==> src/rtl/inta_sequencer.sv <==
// inta_sequencer: 8259A-style INTA sequencer (8086 mode), master/slave cascade side.
// Ports:
//   clk, rstn            clock, async active-low reset
//   INTAn                synchronized CPU acknowledge (active low)
//   SPENn, sngl          role select: master when SPENn=1 or sngl=1
//   aeoi                 automatic EOI enable
//   vec_base             vector base T7..T3
//   slave_map, slave_id  master/slave ICW3
//   irq_pend, irq_level  resolved request from the priority logic
//   cas_in               cascade lines as seen by this device
//   cas_out, cas_oe      cascade drive (master only)
//   d_out, d_oe          vector byte drive
//   isr_set, auto_eoi    one-cycle ISR set/clear strobes for isr_lvl
//   isr_lvl              level latched for the current sequence
//   freeze               holds IRR/priority stable during a sequence
module inta_sequencer #(
    parameter int VEC_W = 5
) (
    input  logic             clk,
    input  logic             rstn,
    input  logic             INTAn,
    input  logic             SPENn,
    input  logic             sngl,
    input  logic             aeoi,
    input  logic [VEC_W-1:0] vec_base,
    input  logic [7:0]       slave_map,
    input  logic [2:0]       slave_id,
    input  logic             irq_pend,
    input  logic [2:0]       irq_level,
    input  logic [2:0]       cas_in,
    output logic [2:0]       cas_out,
    output logic             cas_oe,
    output logic [7:0]       d_out,
    output logic             d_oe,
    output logic             isr_set,
    output logic [2:0]       isr_lvl,
    output logic             auto_eoi,
    output logic             freeze
);
    localparam logic [2:0] S_IDLE = 3'd0;
    localparam logic [2:0] S_P1   = 3'd1;
    localparam logic [2:0] S_GAP  = 3'd2;
    localparam logic [2:0] S_P2   = 3'd3;
    localparam logic [2:0] S_END  = 3'd4;

    logic [2:0] state_q, state_d;
    logic       prev_q, prev_d;
    logic [2:0] lvl_q, lvl_d;
    logic       spur_q, spur_d;
    logic       casc_q, casc_d;
    logic       master_q, master_d;
    logic       issued_q, issued_d;
    logic [2:0] cas_out_q, cas_out_d;
    logic       cas_oe_q, cas_oe_d;
    logic [7:0] d_out_q, d_out_d;
    logic       d_oe_q, d_oe_d;
    logic       isr_set_q, isr_set_d;
    logic       auto_eoi_q, auto_eoi_d;
    logic       freeze_q, freeze_d;

    logic       fall, rise, go_p1, go_p2, go_end;
    logic       role_m, new_casc, sel, drive;
    logic [2:0] new_lvl;

    always_comb begin
        fall       = prev_q & ~INTAn;
        rise       = ~prev_q & INTAn;
        go_p1      = (state_q == S_IDLE) & fall;
        go_p2      = (state_q == S_GAP) & fall;
        go_end     = (state_q == S_P2) & rise;
        role_m     = SPENn | sngl;
        new_lvl    = irq_pend ? irq_level : 3'd7;
        new_casc   = role_m & ~sngl & slave_map[new_lvl] & irq_pend;
        // slave owns the cycle only if it had a real request and CAS names it
        sel        = ~spur_q & (cas_in == slave_id);
        drive      = master_q ? ~casc_q : sel;
        prev_d     = INTAn;
        // a fall seen in END is ignored because END always returns to IDLE
        state_d    = go_p1 ? S_P1 :
                     ((state_q == S_P1) & rise) ? S_GAP :
                     go_p2 ? S_P2 :
                     go_end ? S_END :
                     (state_q >= S_END) ? S_IDLE : state_q;
        lvl_d      = go_p1 ? new_lvl : lvl_q;
        spur_d     = go_p1 ? ~irq_pend : spur_q;
        casc_d     = go_p1 ? new_casc : casc_q;
        master_d   = go_p1 ? role_m : master_q;
        isr_set_d  = (go_p1 & role_m & irq_pend) | (go_p2 & ~master_q & sel);
        issued_d   = isr_set_d | (~go_p1 & issued_q);
        auto_eoi_d = go_end & aeoi & issued_q;
        cas_oe_d   = go_p1 ? new_casc : go_end ? 1'b0 : cas_oe_q;
        cas_out_d  = go_p1 ? (new_casc ? new_lvl : 3'd0) : go_end ? 3'd0 : cas_out_q;
        d_oe_d     = go_p2 ? drive : go_end ? 1'b0 : d_oe_q;
        d_out_d    = (go_p2 & drive) ? {vec_base, lvl_q} : go_end ? 8'd0 : d_out_q;
        freeze_d   = go_p1 | (freeze_q & (state_q != S_END));
    end

    always_ff @(posedge clk or negedge rstn) begin
        if (!rstn) begin
            state_q    <= S_IDLE;
            prev_q     <= 1'b1;
            lvl_q      <= 3'd0;
            spur_q     <= 1'b0;
            casc_q     <= 1'b0;
            master_q   <= 1'b0;
            issued_q   <= 1'b0;
            cas_out_q  <= 3'd0;
            cas_oe_q   <= 1'b0;
            d_out_q    <= 8'd0;
            d_oe_q     <= 1'b0;
            isr_set_q  <= 1'b0;
            auto_eoi_q <= 1'b0;
            freeze_q   <= 1'b0;
        end else begin
            state_q    <= state_d;
            prev_q     <= prev_d;
            lvl_q      <= lvl_d;
            spur_q     <= spur_d;
            casc_q     <= casc_d;
            master_q   <= master_d;
            issued_q   <= issued_d;
            cas_out_q  <= cas_out_d;
            cas_oe_q   <= cas_oe_d;
            d_out_q    <= d_out_d;
            d_oe_q     <= d_oe_d;
            isr_set_q  <= isr_set_d;
            auto_eoi_q <= auto_eoi_d;
            freeze_q   <= freeze_d;
        end
    end

    assign cas_out  = cas_out_q;
    assign cas_oe   = cas_oe_q;
    assign d_out    = d_out_q;
    assign d_oe     = d_oe_q;
    assign isr_set  = isr_set_q;
    assign isr_lvl  = lvl_q;
    assign auto_eoi = auto_eoi_q;
    assign freeze   = freeze_q;
endmodule

==> config.mk <==
export PLATFORM = sky130hd
export DESIGN_NAME = inta_sequencer
export DESIGN_NICKNAME = d
export VERILOG_FILES = /design/src/rtl/inta_sequencer.sv
export SDC_FILE = /design/constraint.sdc
export NUM_CORES = 1
export LEC_CHECK = 0
export ABC_AREA = 1
export ABC_CLOCK_PERIOD_IN_PS = 2700
export CAP_MARGIN = 0
export CORE_MARGIN = 4
export CORE_UTILIZATION = 47
export CTS_CLUSTER_DIAMETER = 200
export DETAILED_ROUTE_END_ITERATION = 10
export GPL_TIMING_DRIVEN = 0
export PLACE_DENSITY_LB_ADDON = 0.05
export SLEW_MARGIN = 5
export SYNTH_ARGS = -nofsm -noshare
export SYNTH_HDL_FRONTEND = slang
export SYNTH_SLANG_ARGS = --single-unit
==> constraint.sdc <==
create_clock -name clk -period 2.7 [get_ports clk]
set_input_delay 0.54 -clock clk [delete_from_list [all_inputs] [get_ports clk]]
set_output_delay 0.54 -clock clk [all_outputs]
set_load 0.05 [all_outputs]
Word level (Yosys, flattened, before mapping)
Cells that the tools add are included.
{"block": "word_totals", "inputBits": 29, "ff_bits": 27}
{"block": "classes", "bitwise_logic": 31, "n_reduce_logical": 5, "order_cmp": 2, "n_eq_ne": 5, "mux": 17}
{"operator": "$mux W3", "n": 9}
{"operator": "$and A1 B1 Y1", "n": 19}
{"operator": "$mux W8", "n": 2}
{"operator": "$not A1 Y1", "n": 8}
{"operator": "$eq A3 B2 Y1 const B", "n": 2}
{"operator": "$reduce_bool A2 Y1", "n": 3}
{"operator": "$mux W1", "n": 5}
{"operator": "$reduce_bool A5 Y1", "n": 1}
{"operator": "$lt A3 B4 Y1 const B", "n": 1}
{"operator": "$or A1 B1 Y1", "n": 4}
{"operator": "$bmux W1 S3", "n": 1}
{"operator": "$eq A3 B1 Y1 const B", "n": 1}
{"operator": "$eq A3 B3 Y1", "n": 1}
{"operator": "$ge A3 B3 Y1 const B", "n": 1}
{"operator": "$logic_not A3 Y1", "n": 1}
{"operator": "$ne A3 B3 Y1 const B", "n": 1}

Longest topological paths before layout
{"block": "logic_depth", "word_depth": 7, "ltp_mapped": 9}

Least setup slack after synthesis
No wires, ideal clock.
{"block": "synth_timing", "path_kind": "register to register", "startpoint": "register prev_q", "endpoint": "register d_out_q[1], in the netlist d_out[1]", "t_required_ps": 2579, "setup_ps": 121, "arrival_time_ps": 1240, "path_slack_ps": 1340, "path_stages_with_launch": 9, "cell_sequence": "dfstp_2 > inv_1 > nor2_2 > inv_2 > nor2_4 > nand3_2 > buf_6 > nand4_1 > nand2_1"}
{"block": "synth_between", "elab_chain_len": 4}
{"element": "from (decl)", "line_no": "47", "rtl": "logic prev_q, prev_d;"}
{"element": "from (signal assigned)", "line_no": "116", "rtl": "prev_q <= prev_d;"}
{"element": "$and A1 B1 Y1 or $not A1 Y1 (tied branches)", "line_no": "66, 67"}
{"element": "$and A1 B1 Y1, on equally long branches", "line_no": "69, 67"}
{"element": "$and A1 B1 Y1, on equally long branches", "line_no": "94, 70"}
{"element": "$mux W8 or $reduce_bool A2 Y1 (tied branches)"}
{"element": "to (signal assigned)", "line_no": "124", "rtl": "d_out_q <= d_out_d;"}
{"element": "to (decl)", "line_no": "55", "rtl": "logic [7:0] d_out_q, d_out_d;"}
Parallel ways exist; a longest one is shown, timed or not.
A chain may end at the register's enable or synchronous reset.

Worst setup path after layout
{"block": "layout_timing", "startpoint": "register lvl_q[0], in the netlist isr_lvl[0]", "endpoint": "output isr_lvl[0]"}
{"element": "from (decl)", "line_no": "48", "rtl": "logic [2:0] lvl_q, lvl_d;"}
{"element": "from (signal assigned)", "line_no": "117", "rtl": "lvl_q <= lvl_d;"}
{"element": "to (decl)", "line_no": "36", "rtl": "output logic [2:0] isr_lvl,"}
No word-level cell between the ends.

==> flow_metrics.env <==
export IMPL_status="completed"
export IMPL_gp_congestion=0.866
export IMPL_die_y_um=60.4
export IMPL_critPathSlowestCell="clkdlybuf4s50_1"
export IMPL_cts_resized=0
export IMPL_setup_tns_ns=0
export IMPL_crit_buf_inv=1
export IMPL_routed_wl_um=3180
export IMPL_cp_top_family="buffers and inverters"
export IMPL_finalClockSkew_ns=0.00106
export IMPL_met3_usage_pct=3.19
export IMPL_grt_remaining_overflow=0
export IMPL_crit_chain="clkdlybuf4s50_1"
export IMPL_synth_cell_type_count=25
export IMPL_dpl_hpwl_um=2560
export IMPL_vias=1220
export IMPL_gr_usage_met2_pct=34.3
export IMPL_antenna_left=0
export IMPL_yosys_warnings=0
export IMPL_die_x_um=60.4
export IMPL_rsz0062_at_grt="no"
export IMPL_critPathKind="flip-flop to output pin"
export IMPL_finalMaxSlewViolations=0
export IMPL_final_cell_area_um2=1820
export IMPL_grt_start_max_net_pins=28
export IMPL_grt_pass1_wl_um=5130
export IMPL_die_area_um2=3650
export IMPL_h_tree_depth=1
export IMPL_post_cts_buffers=0
export IMPL_synth_cells=155
export IMPL_comb_power_share_pct=51.8
export IMPL_drv_cap=0
export IMPL_slowest_delay_ns=0.82
export IMPL_report_final_hold_viol_count=0
export IMPL_drt_iter0_drc=46
export IMPL_final_nets=235
export IMPL_grt_busiest_layer="met2"
export IMPL_fin_crit_ns=2.10
export IMPL_cts_buffers_inserted=3
export IMPL_seq_area_um2=677
export IMPL_multiInputGateArea_um2=520
export IMPL_switching_power_w=0.000779
export IMPL_ys_seq_area_share_pct=52.4
export IMPL_power_frac_seq_pct=37.7
export IMPL_ys_seq_elements=27
export IMPL_setup_worst_path_end_class="output pin"
export IMPL_antenna_found_initial=0
export IMPL_grt_pass1_vias=1208
export IMPL_clock_sinks=27
export IMPL_startpoint_type="flip-flop"
export IMPL_period_share_pct=77.9
export IMPL_cp_arrival_ns=1.56
export IMPL_avgRoutedWirePerCell_um=13.5
export IMPL_grtUsageMet1_pct=21.5
export IMPL_setup_viol=0
export IMPL_clk_latency_ns=0.32
export IMPL_clkPwrFrac_pct=10.5
export IMPL_fill_cells=215
export IMPL_ctsHoldBuffers=0
export IMPL_switching_share_pct=46.7
export IMPL_p_per_area_nw_per_um2=918
export IMPL_netlist_area_um2=1290
export IMPL_dr_pass1_iters=4
export IMPL_avgSynthCellArea_um2=8.34
export IMPL_io_pins=48
export IMPL_groute_usage_overall_pct=19.1
export IMPL_synthToLayoutAreaGrowth_pct=40.7
export IMPL_place_area_um2=1790
export IMPL_ir_drop_mv=0.714
export IMPL_num_rows=18
export IMPL_tightest_slew_ns=1.16
export IMPL_start_util_pct=50.8
export IMPL_ff2ff_setup_slack_ns=1.19
export IMPL_drive_gt1_share_pct=10.2
export IMPL_drc=0
export IMPL_relSlewSlack_pct=22.5
export IMPL_hp_class="input port to flip-flop"
export IMPL_internal_power_w=0.000890
export IMPL_viasPerCell=5.19
export IMPL_syn_nets=184
export IMPL_diodes=0
export IMPL_core_area_um2=2540
export IMPL_cp_max_fo=3
export IMPL_clockRootBuffer="clkbuf_4"
export IMPL_fmax_mhz=475
export IMPL_clk_path_buf_depth=2
export IMPL_cts_tree="yes"
export IMPL_clkSlewWorstSetupHoldPaths_ns=0.14
export IMPL_port_buffers=46
export IMPL_worstPathRequired_ns=2.16
export IMPL_cellLeakagePower_nw=0.917
stage by stage:
stage | hold slack, ns | util, % | std cells | setup slack [ns] | total power (W)
6_report | 0.441 | 71.4 | 235 | 0.596 | 0.00167
2_1_floorplan | 0.244 | - | 155 | 1.34 | 0.00119
3_5_place_dp | 0.465 | 70.4 | 231 | 0.639 | 0.00151
3_3_place_gp | 0.465 | 70.4 | 231 | 0.709 | 0.00148
4_1_cts | 0.438 | 71.4 | 235 | 0.584 | 0.00168
5_1_grt | 0.432 | 71.4 | 235 | 0.554 | 0.00176
registers in the layout (all words and copies together) (netlist names), 3 cells and up:
| name | cells |
|---|---|
| state_q | 3 |
| isr_lvl | 3 |
| cas_out | 3 |
| d_out | 8 |
cells in the mapped netlist:
library cell | number | area share (%)
inv_1 | 15 | 4.4
o21ai_1 | 1 | 0.39
nand2_1 | 51 | 15
nor2_4 | 1 | 0.87
buf_4 | 1 | 0.58
nand2_4 | 1 | 0.87
nor3_4 | 1 | 1.3
o31ai_1 | 1 | 0.58
nand2_2 | 2 | 0.97
nand3_1 | 10 | 3.9
buf_6 | 1 | 0.87
nand3_2 | 1 | 0.77
dfstp_2 | 1 | 2.0
dfrtp_1 | 26 | 50
o21ai_0 | 8 | 3.1
o211ai_1 | 1 | 0.58
buf_2 | 1 | 0.39
nor2_1 | 10 | 2.9
inv_2 | 4 | 1.2
nor2_2 | 2 | 0.97
a21oi_1 | 1 | 0.39
nor3b_1 | 1 | 0.58
nand4_2 | 1 | 0.97
nand4_1 | 12 | 5.8
a211oi_1 | 1 | 0.58
area by class of cell:
cell class / count / area share, %
multi-input cells: 106 / 28.6
repair buffers: 46 / 25.3
well taps: 30 / 2.06
inverters: 19 / 3.92
clock buffers: 3 / 1.24
clock inverters: 1 / 0.275
flip-flops and latches: 27 / 37.2
plain buffers: 3 / 1.31
worst paths after layout:
check / start / end / cells after the start
min in group asynchronous: rstn / state_q[0] / 1
max in group asynchronous: rstn / cas_oe / 1
worst max-delay path: isr_lvl[0] / isr_lvl[0] / 1
worst min-delay path: irq_pend / spur_q / 2
worst min register to register: cas_oe / cas_oe / 2
worst max register to register: prev_q / d_out[2] / 8
cells in the final DEF (no fill, tap or decap), drive strengths merged, types with 3 or more instances in the layout:
cell type | netlist | layout
nand3 | 11 | 11
dfrtp | 26 | 26
nand4 | 13 | 13
inv | 19 | 19
o21ai | 9 | 9
clkdlybuf4s50 | 0 | 46
buf | 3 | 3
nor2 | 13 | 13
clkbuf | 0 | 3
nand2 | 54 | 54
cells by family after synthesis:
family	after synthesis	synth area share (%)
compound gates	13	5.61
buf+inv	22	7.36
flops	27	52.4
simple gates	93	34.7
power groups by stage:
stage	Clock [W]	Combinational, W	Sequential [W]
final	0.000176	0.000864	0.000629
after global routing	0.000192	0.000924	0.000645
after CTS	0.000179	0.000873	0.000630
after detailed placement	0	0.000871	0.000639
after global placement	0	0.000852	0.000630
after floorplan	0	0.000209	0.000979
metal layers:
layer / vias up / share of wire [%]
met5: - / 0
met4: 0 / 2.1
met3: 6 / 6.6
met2: 40 / 54
met1: 573 / 37
li1: 601 / -
Power figures use the tool's default switching activity.
